`config.mk`:
```
export PLATFORM = sky130hd
export DESIGN_NAME = pattern_match_ctrl_flat
export DESIGN_NICKNAME = d
export VERILOG_FILES = /design/src/rtl/pm_pkg.sv /design/src/rtl/pattern_match_ctrl_if.sv /design/src/rtl/pm_shift_match.sv /design/src/rtl/pattern_match_ctrl.sv /design/src/flat_wrapper.sv
export SDC_FILE = /design/constraint.sdc
export NUM_CORES = 1
export LEC_CHECK = 0
export CAP_MARGIN = 20
export CORE_ASPECT_RATIO = 0.9
export CORE_MARGIN = 1.5
export CORE_UTILIZATION = 36
export DETAILED_ROUTE_END_ITERATION = 12
export PLACE_DENSITY = 0.72
export SLEW_MARGIN = 30
export SYNTH_ARGS = -nofsm -noshare
export SYNTH_HDL_FRONTEND = slang
export SYNTH_SLANG_ARGS = --single-unit
```
`constraint.sdc`:
```
create_clock -name clk -period 1.55 [get_ports clk]
set_input_delay 0.31 -clock clk [delete_from_list [all_inputs] [get_ports clk]]
set_output_delay 0.31 -clock clk [all_outputs]
set_load 0.005 [all_outputs]
```
`src/rtl/pm_pkg.sv`:
```
// pm_pkg: shared definitions for the pattern_match_ctrl controller.
//   pm_state_t : controller state (IDLE, SCAN, DONE)
//   PM_PW      : default pattern width in bits
//   PM_CW      : default match counter / target width
package pm_pkg;

  localparam int PM_PW = 3;
  localparam int PM_CW = 8;

  typedef enum logic [1:0] {
    IDLE = 2'd0,
    SCAN = 2'd1,
    DONE = 2'd2
  } pm_state_t;

endpackage

```
`src/rtl/pattern_match_ctrl_if.sv`:
```
// pattern_match_ctrl_if: configuration valid/ready channel.
//   cfg_valid   : configuration offered (master -> slave)
//   cfg_ready   : controller can accept (slave -> master)
//   cfg_pattern : pattern, MSB is the oldest bit
//   cfg_target  : number of matches that completes a run
//   cfg_overlap : 1 = overlapping matches count, 0 = refill after a match
interface pattern_match_ctrl_if #(
  parameter int PW = 3,
  parameter int CW = 8
);
  logic          cfg_valid;
  logic          cfg_ready;
  logic [PW-1:0] cfg_pattern;
  logic [CW-1:0] cfg_target;
  logic          cfg_overlap;

  modport master (
    output cfg_valid, cfg_pattern, cfg_target, cfg_overlap,
    input  cfg_ready
  );

  modport slave (
    input  cfg_valid, cfg_pattern, cfg_target, cfg_overlap,
    output cfg_ready
  );
endinterface

```
`src/rtl/pm_shift_match.sv`:
```
// pm_shift_match: PW-bit serial shift register, fill counter and comparator.
//   clk, rst  : clock, synchronous active-high reset
//   clear     : zero shift register and fill counter (new run)
//   shift_en  : shift a in this cycle
//   refill    : restart the fill counter instead of advancing it
//   a         : serial data bit
//   pattern   : pattern to compare against, MSB oldest
//   match     : combinational; the bit being shifted in completes a match
module pm_shift_match
  import pm_pkg::*;
#(
  parameter int PW = PM_PW
) (
  input  logic          clk,
  input  logic          rst,
  input  logic          clear,
  input  logic          shift_en,
  input  logic          refill,
  input  logic          a,
  input  logic [PW-1:0] pattern,
  output logic          match
);

  localparam int FW = $clog2(PW + 1);
  localparam logic [FW-1:0] FULL = FW'(PW);

  logic [PW-1:0] s_reg;
  logic [PW-1:0] s_next;
  logic [FW-1:0] fill_reg;
  logic [FW-1:0] fill_next;
  logic [PW-1:0] bit_eq;

  assign s_next    = {s_reg[PW-2:0], a};
  // Saturates at PW so a long run never overflows the counter.
  assign fill_next = (fill_reg == FULL) ? FULL : fill_reg + FW'(1);

  genvar gi;
  generate
    for (gi = 0; gi < PW; gi++) begin : g_cmp
      assign bit_eq[gi] = ~(s_next[gi] ^ pattern[gi]);
    end
  endgenerate

  // Stale bits left in s_reg after a refill cannot match: fill gates them.
  assign match = (fill_next == FULL) && (&bit_eq);

  always_ff @(posedge clk) begin
    if (rst || clear) begin
      s_reg    <= '0;
      fill_reg <= '0;
    end else if (shift_en) begin
      s_reg    <= s_next;
      fill_reg <= refill ? '0 : fill_next;
    end
  end

endmodule

```
`src/rtl/pattern_match_ctrl.sv`:
```
// pattern_match_ctrl: run-to-target serial pattern detector controller.
//   clk, rst : clock, synchronous active-high reset
//   cfg      : configuration channel (slave side)
//   abort    : cancel the run (SCAN or DONE)
//   a        : serial data, sampled each cycle in SCAN
//   sign     : registered one-cycle match pulse
//   count    : matches in the current / last run
//   busy     : scanning
//   done     : run complete, held until done_ack
//   done_ack : release DONE
module pattern_match_ctrl
  import pm_pkg::*;
#(
  parameter int PW = PM_PW,
  parameter int CW = PM_CW
) (
  input  logic                 clk,
  input  logic                 rst,
  pattern_match_ctrl_if.slave  cfg,
  input  logic                 abort,
  input  logic                 a,
  output logic                 sign,
  output logic [CW-1:0]        count,
  output logic                 busy,
  output logic                 done,
  input  logic                 done_ack
);

  pm_state_t     state_reg, state_next;
  logic [PW-1:0] pattern_reg;
  logic [CW-1:0] target_reg;
  logic          overlap_reg;
  logic [CW-1:0] count_reg, count_next;
  logic          sign_reg, sign_next;
  logic          accept;
  logic          shift_en;
  logic          refill;
  logic          match;

  pm_shift_match #(.PW(PW)) u_shift (
    .clk      (clk),
    .rst      (rst),
    .clear    (accept),
    .shift_en (shift_en),
    .refill   (refill),
    .a        (a),
    .pattern  (pattern_reg),
    .match    (match)
  );

  always_comb begin
    state_next = state_reg;
    count_next = count_reg;
    sign_next  = 1'b0;
    accept     = 1'b0;
    shift_en   = 1'b0;
    refill     = 1'b0;
    case (state_reg)
      IDLE: begin
        if (cfg.cfg_valid) begin
          accept     = 1'b1;
          count_next = '0;
          state_next = (cfg.cfg_target == '0) ? DONE : SCAN;
        end
      end
      SCAN: begin
        // abort wins over a coincident match: no pulse, count untouched.
        if (abort) begin
          state_next = IDLE;
        end else begin
          shift_en = 1'b1;
          if (match) begin
            sign_next  = 1'b1;
            count_next = count_reg + CW'(1);
            refill     = ~overlap_reg;
            if (count_next == target_reg) state_next = DONE;
          end
        end
      end
      DONE: begin
        if (abort || done_ack) state_next = IDLE;
      end
      default: state_next = IDLE;
    endcase
  end

  always_ff @(posedge clk) begin
    if (rst) begin
      state_reg   <= IDLE;
      count_reg   <= '0;
      sign_reg    <= 1'b0;
      pattern_reg <= '0;
      target_reg  <= '0;
      overlap_reg <= 1'b0;
    end else begin
      state_reg <= state_next;
      count_reg <= count_next;
      sign_reg  <= sign_next;
      if (accept) begin
        pattern_reg <= cfg.cfg_pattern;
        target_reg  <= cfg.cfg_target;
        overlap_reg <= cfg.cfg_overlap;
      end
    end
  end

  assign cfg.cfg_ready = (state_reg == IDLE);
  assign busy          = (state_reg == SCAN);
  assign done          = (state_reg == DONE);
  assign sign          = sign_reg;
  assign count         = count_reg;

endmodule

```
`src/flat_wrapper.sv`:
```
// flat-port wrapper written by rule: the top's interface ports become plain ports
module pattern_match_ctrl_flat import pm_pkg::*;
#(
  parameter int PW = PM_PW,
  parameter int CW = PM_CW
)
  (clk, rst, abort, a, sign, count, busy, done, done_ack, cfg_cfg_valid, cfg_cfg_pattern, cfg_cfg_target, cfg_cfg_overlap, cfg_cfg_ready);
  pattern_match_ctrl_if #(.PW(PW), .CW(CW)) cfg_i ();
  input  logic clk;
  input  logic rst;
  input  logic abort;
  input  logic a;
  output logic sign;
  output logic [CW-1:0] count;
  output logic busy;
  output logic done;
  input  logic done_ack;
  input wire logic [$bits(cfg_i.cfg_valid)-1:0] cfg_cfg_valid;
  input wire logic [$bits(cfg_i.cfg_pattern)-1:0] cfg_cfg_pattern;
  input wire logic [$bits(cfg_i.cfg_target)-1:0] cfg_cfg_target;
  input wire logic [$bits(cfg_i.cfg_overlap)-1:0] cfg_cfg_overlap;
  output wire logic [$bits(cfg_i.cfg_ready)-1:0] cfg_cfg_ready;
  assign cfg_i.cfg_valid = cfg_cfg_valid;
  assign cfg_i.cfg_pattern = cfg_cfg_pattern;
  assign cfg_i.cfg_target = cfg_cfg_target;
  assign cfg_i.cfg_overlap = cfg_cfg_overlap;
  assign cfg_cfg_ready = cfg_i.cfg_ready;
  pattern_match_ctrl #(.PW(PW), .CW(CW)) u_core (.clk(clk), .rst(rst), .cfg(cfg_i), .abort(abort), .a(a), .sign(sign), .count(count), .busy(busy), .done(done), .done_ack(done_ack));
endmodule
```
# [Yosys cells after proc, flatten, opt, wreduce, memory -nomap -nowiden]
# Index checks and enable logic that the tools add are counted.
# Widths: inputs -> output; s select.
[word_totals] register_bits=27 input_bits=18 output_inout_bits=12 elab_cells=60
[op_classes] addsub=2 n_eq_ne=11 n_mux=21 bitwise_logic=8 n_reduce_logical=10
[op_table] operator="$mux 8" n=3
[op_table] operator="$mux 2" n=8
[op_table] operator="$pmux 8 s2" n=1
[op_table] operator="$add 8x1->8 const B" n=1
[op_table] operator="$eq 8x8->1" n=1
[op_table] operator="$logic_not 8->1" n=1
[op_table] operator="$mux 1" n=8
[op_table] operator="$reduce_and 4->1" n=2
[op_table] operator="$eq 2x2->1 const B" n=3
[op_table] operator="$ne 3x2->1 const B" n=2
[op_table] operator="$pmux 2 s3" n=1
[op_table] operator="$not 1->1" n=5
[op_table] operator="$ne 2x1->1 const B" n=2
[op_table] operator="$ne 2x2->1 const B" n=2
[op_table] operator="$reduce_and 3->1" n=1
[op_table] operator="$reduce_or 3->1" n=1
[op_table] operator="$xor 1x1->1" n=3
[op_table] operator="$add 2x1->2 const B" n=1
[op_table] operator="$eq 2x1->1 const B" n=1
[op_table] operator="$logic_not 2->1" n=1
[op_table] operator="$logic_or 1x1->1" n=2
[op_table] operator="$reduce_bool 2->1" n=1
[op_table] operator="$logic_and 1x1->1" n=1

# [Logic depth before layout (Yosys ltp)]
[logic_depth] word_depth=8 mapped_depth=8 depth_no_buf=7

# [Cells and area by module]
# From an unflattened synthesis, not the netlist that was laid out.
[unflattened] hier_cells=176 area_unflattened_um2=1395.1
[modules_own_cells] mod="pattern_match_ctrl" n_inst=1 cells_per_inst=156 area_each_um2=1204.9 seq_area_each_um2=460.4
[modules_own_cells] mod="pm_shift_match" n_inst=1 cells_per_inst=20 area_each_um2=190.2 seq_area_each_um2=80.1

# [Least setup slack after synthesis]
# OpenSTA, ideal clock, no wires.
[synth_path] path_kind="reg-to-reg" start="reg u_core.count_reg[0], in the netlist u_core.count[0]" end="reg u_core.state_reg[1]" setup_ns=0.073 t_arrival_ns=1.619 t_required_ns=1.477 setup_slack_ns=-0.143 stages_incl_launch_ff=8 path_buffers=0 synth_period_minus_slack_ns=1.693 cell_sequence="dfxtp_1 ha_1 nand3_2 nor2_1 a311oi_1 nand4_1 o32a_1 nor3_2"
[synth_via] elab_chain_len=4
[synth_rtl] element="from (decl)" line_no="pattern_match_ctrl.sv:33" source="logic [CW-1:0] count_reg, count_next;"
[synth_rtl] element="from (signal assigned)" line_no="pattern_match_ctrl.sv:97" source="count_reg <= count_next;"
[synth_rtl] element="$add 8x1->8" line_no="pattern_match_ctrl.sv:74" source="count_next = count_reg + CW'(1);"
[synth_rtl] element="$eq 8x8->1" line_no="pattern_match_ctrl.sv:76" source="if (count_next == target_reg) state_next = DONE;"
[synth_rtl] element="$ne 3x2->1 (no source line)"
[synth_rtl] element="$reduce_and 4->1 (no source line)"
[synth_rtl] element="to (signal assigned)" line_no="pattern_match_ctrl.sv:96" source="state_reg <= state_next;"
[synth_rtl] element="to (decl)" line_no="pattern_match_ctrl.sv:29" source="pm_state_t state_reg, state_next;"
# No other way between the ends.
# A chain may end at the register's enable or synchronous reset.

# [Worst setup path in the final report]
[layout_path] start="reg u_core.pattern_reg[1]" end="reg u_core.count_reg[7], in the netlist u_core.count[7]"
[layout_via] elab_chain_len=6
[layout_rtl] element="from (decl)" line_no="pattern_match_ctrl.sv:30" source="logic [PW-1:0] pattern_reg;"
[layout_rtl] element="from (signal assigned)" line_no="pattern_match_ctrl.sv:100" source="pattern_reg <= cfg.cfg_pattern;"
[layout_rtl] element="$xor 1x1->1" line_no="pm_shift_match.sv:40" source="assign bit_eq[gi] = ~(s_next[gi] ^ pattern[gi]);"
[layout_rtl] element="$not 1->1" line_no="pm_shift_match.sv:40"
[layout_rtl] element="$reduce_and 3->1" line_no="pm_shift_match.sv:45" source="assign match = (fill_next == FULL) && (&bit_eq);"
[layout_rtl] element="$logic_and 1x1->1" line_no="pm_shift_match.sv:45"
[layout_rtl] element="$ne 2x1->1 (no source line)"
[layout_rtl] element="$reduce_and 4->1 (no source line)"
# No other way between the ends.

==> key figures <==
Floorplanning
  • Placeable core region: 3810 sq um
  • Die outline area: 4490 sq um
  • Die Height: 63.7 microns
  • Starting Density: 0.387
  • Floorplan die width: 70.4 microns
  • Number of cell rows: 21
  • Number of placed I/O pins: 30

Placement
  • Post-Place Worst Slack: -527 ps
  • Post-placement cell area: 2030 sq um
  • Final estimated routing congestion in global placement: 0.890
  • Number of buffers inserted by port buffering: 29
  • Number of placed cells counting well taps: 277
  • Half-perimeter wire length after placement: 2.75 mm

Routing
  • Count of unresolved DRC violations after routing: 0
  • Remaining number of nets flagged by the antenna check after routing: 0
  • Top Layer Used: met4
  • Met1 layer wirelength in the final routing: 1.83 mm
  • Number of detailed-routing iterations run before antenna repair: 4
  • Wire length on met2: 1.95 mm
  • Avg Vias per Cell: 5.11
  • DR iter-0 viols: 81
  • Drt wl/cell: 13.7 microns
  • Met3 wirelength from detailed routing: 201 microns
  • Routed wire length: 4.01 mm
  • Total via count in the routed design: 1492

Layout
  • Fin cells: 292
  • ANT cells: 0
  • Top library cells by usage in the layout, fill and taps aside: 35 x buf_4, 33 x nand2_1, 21 x clkdlybuf4s50_1
  • Most frequent standard cell in the layout excluding fill and tap cells: buf_4
  • End-of-flow core utilization: 0.605
  • Area Overhead vs Synth: 56.5%
  • Post-route standard cell area excluding fillers: 2310 sq um
  • Ratio of cells with drive above 1 in the final layout: 0.386
  • Number of nets in the layout: 266

Run status
  • Failing checks: negative setup slack
  • Run status: complete, but fails checks

Clocking
  • Clock latency on the worst-skew pair: 280 ps
  • Hold Buf Count CTS: 0
  • CTS tree: done
  • CTS Buffer Depth: 2
  • Clock sink count: 27
  • CTS Buf Count: 3
  • Number of levels the H-tree was split into: 1
  • CTS root buf: clkbuf_8
  • Clock transition at the registers of the reported paths: 100 ps

Global route
  • Maximum number of pins on one net before global-route repair: 28
  • Number of global-route vias before repair: 1464
  • Global-route wire length before repair: 6.77 mm
  • Total routing usage reported by global routing: 0.190
  • Global route total overflow: 0
  • Number of antenna violations at the first check in global routing: 0

Pwr
  • Design Power: 1.65 mW
  • Power Density: 715 nW/um^2
  • Leakage power of the design: 0.896 nW
  • Worst supply voltage drop on vdd: 0.600 mV

Worst setup path
  • Critical path buffers and inverters: 1
  • Kind of cell adding the most delay to the critical path: simple AND/OR/NAND/NOR gates
  • Largest fanout of any net on the critical path: 6
  • Data required time of the worst path: 1740 ps
  • Library cell contributing the largest single delay on the critical path: dfxtp_2
  • Largest stage delay, worst path: 340 ps
  • Category of the worst setup path launch point: register
  • Type of element capturing the critical path: register
  • Type of the worst setup path: reg2reg
  • Worst path arrival time: 1830 ps
  • CP Cell Sequence: xnor2_2, nand4_1, buf_4, or2_4, nor2_2, nor2_1, a311oi_2

STA
  • Final period demand of the worst path: 1640 ps
  • Worst setup slack after layout: -86.4 ps
  • RSZ-0062 raised after global routing: true
  • Actual transition at the worst max-transition pin: 404 ps
  • Setup violations, final: 8
  • Max transition margin: 0.728
  • TNS Setup: -373 ps
  • Hold Slack: 476 ps
  • Max-slew violation count: 0
  • Hold violation count in the final report: 0
  • Highest Clock Rate: 611 MHz
  • Clock tree skew after final layout: 5.45 ps
  • Final worst path period share: 1.06

Worst hold path
  • Min-delay worst type: reg2reg

Synth
  • Mapped Cells: 183
  • Warnings, synthesis: 0
  • Synth Cell Area: 1470 sq um
  • Post-synthesis sequential element count: 27
  • Avg Synthesized Cell Area: 8.05 sq um
  • Number of distinct library cells after synthesis: 40
  • Syn_nets: 202
  • Part of the Yosys area used for sequential elements: 0.367

Flow run
  • Max-cap check violation count: 0
[metal layers]
metal	vias up	global-route usage
met4	0	0.0481
met5	-	0
met1	690	0.251
li1	765	-
met3	4	0.0480
met2	33	0.308
[tightest hold or removal path, stage by stage (launching register included)]
cell and delay [ps]:
dfxtp_1 330, nand2_1 50, a21oi_1 50
[path summary, 6_finish.rpt]
check | startpoint | end | slack, ps | cells after the start
setup reg to reg | u_core.pattern_reg[1] | u_core.count[7] | -90 | 7
hold reg to reg | u_core.target_reg[0] | u_core.target_reg[0] | 480 | 2
setup / recovery | u_core.pattern_reg[1] | u_core.count[7] | -90 | 7
hold / removal | u_core.target_reg[0] | u_core.target_reg[0] | 480 | 2
[layout make-up]
class	count	area, sq um
inverter	5	18.8
tap	46	57.6
sequential	27	561
fill	330	1500
clock buffer	3	41.3
timing repair buffer	71	636
multi-input combinational	139	983
clock inverter	1	8.76
[repair_timing]
item,4_1_cts,5_1_grt
setup buffers,9,2
pin swaps,16,13
resized for setup,34,22
endpoints found under the setup margin,23,18
[Yosys cell counts]
cell type   n  area share
nand2_1    34       0.087
or2_1       1      0.0042
and3_1      2      0.0085
nor4bb_1    1      0.0068
dfxtp_1    27        0.37
a311oi_2    3       0.031
a311oi_1    5       0.030
buf_4       1      0.0051
ha_1        1      0.0085
o211ai_1    1      0.0051
mux2i_1     5       0.034
and2b_2     1      0.0059
nor2b_2     1      0.0059
or2_2       1      0.0042
xor2_1      3       0.018
xnor2_1     9       0.053
o21ai_0     3       0.010
a21oi_1    19       0.065
o31ai_1     1      0.0051
mux2_2      1      0.0076
o32a_1      1      0.0068
nor4_1      3       0.013
nor3_1      8       0.027
buf_6       2       0.015
nand2b_4    1      0.0093
a211oi_1    2       0.010
nand3_2     1      0.0068
nor3_2      1      0.0068
and2_2      1      0.0051
and2b_1     1      0.0051
nor2_1     15       0.038
nor2b_1     1      0.0042
or3b_1      1      0.0059
or2b_1      3       0.015
buf_2       4       0.014
inv_1       5       0.013
clkbuf_1    5       0.013
nand3_1     3       0.010
nand4_1     3       0.013
o22ai_1     2      0.0085
[cell families after synthesis]
| group | count (synthesis) | synth area share |
|---|---|---|
| simple gates | 83 | 0.282 |
| compound gates | 37 | 0.171 |
| flops | 27 | 0.367 |
| buf+inv | 17 | 0.0594 |
| xor+xnor | 12 | 0.0713 |
| mux | 6 | 0.0416 |
| fa+ha+maj | 1 | 0.00849 |
[where the power goes]
| group | internal (mW) | total [mW] | switching, mW |
|---|---|---|---|
| logic | 0.244 | 0.452 | 0.208 |
| clock network | 0.189 | 0.428 | 0.240 |
| registers | 0.733 | 0.769 | 0.0358 |
Note: power is estimated with default switching activity, not from simulation.
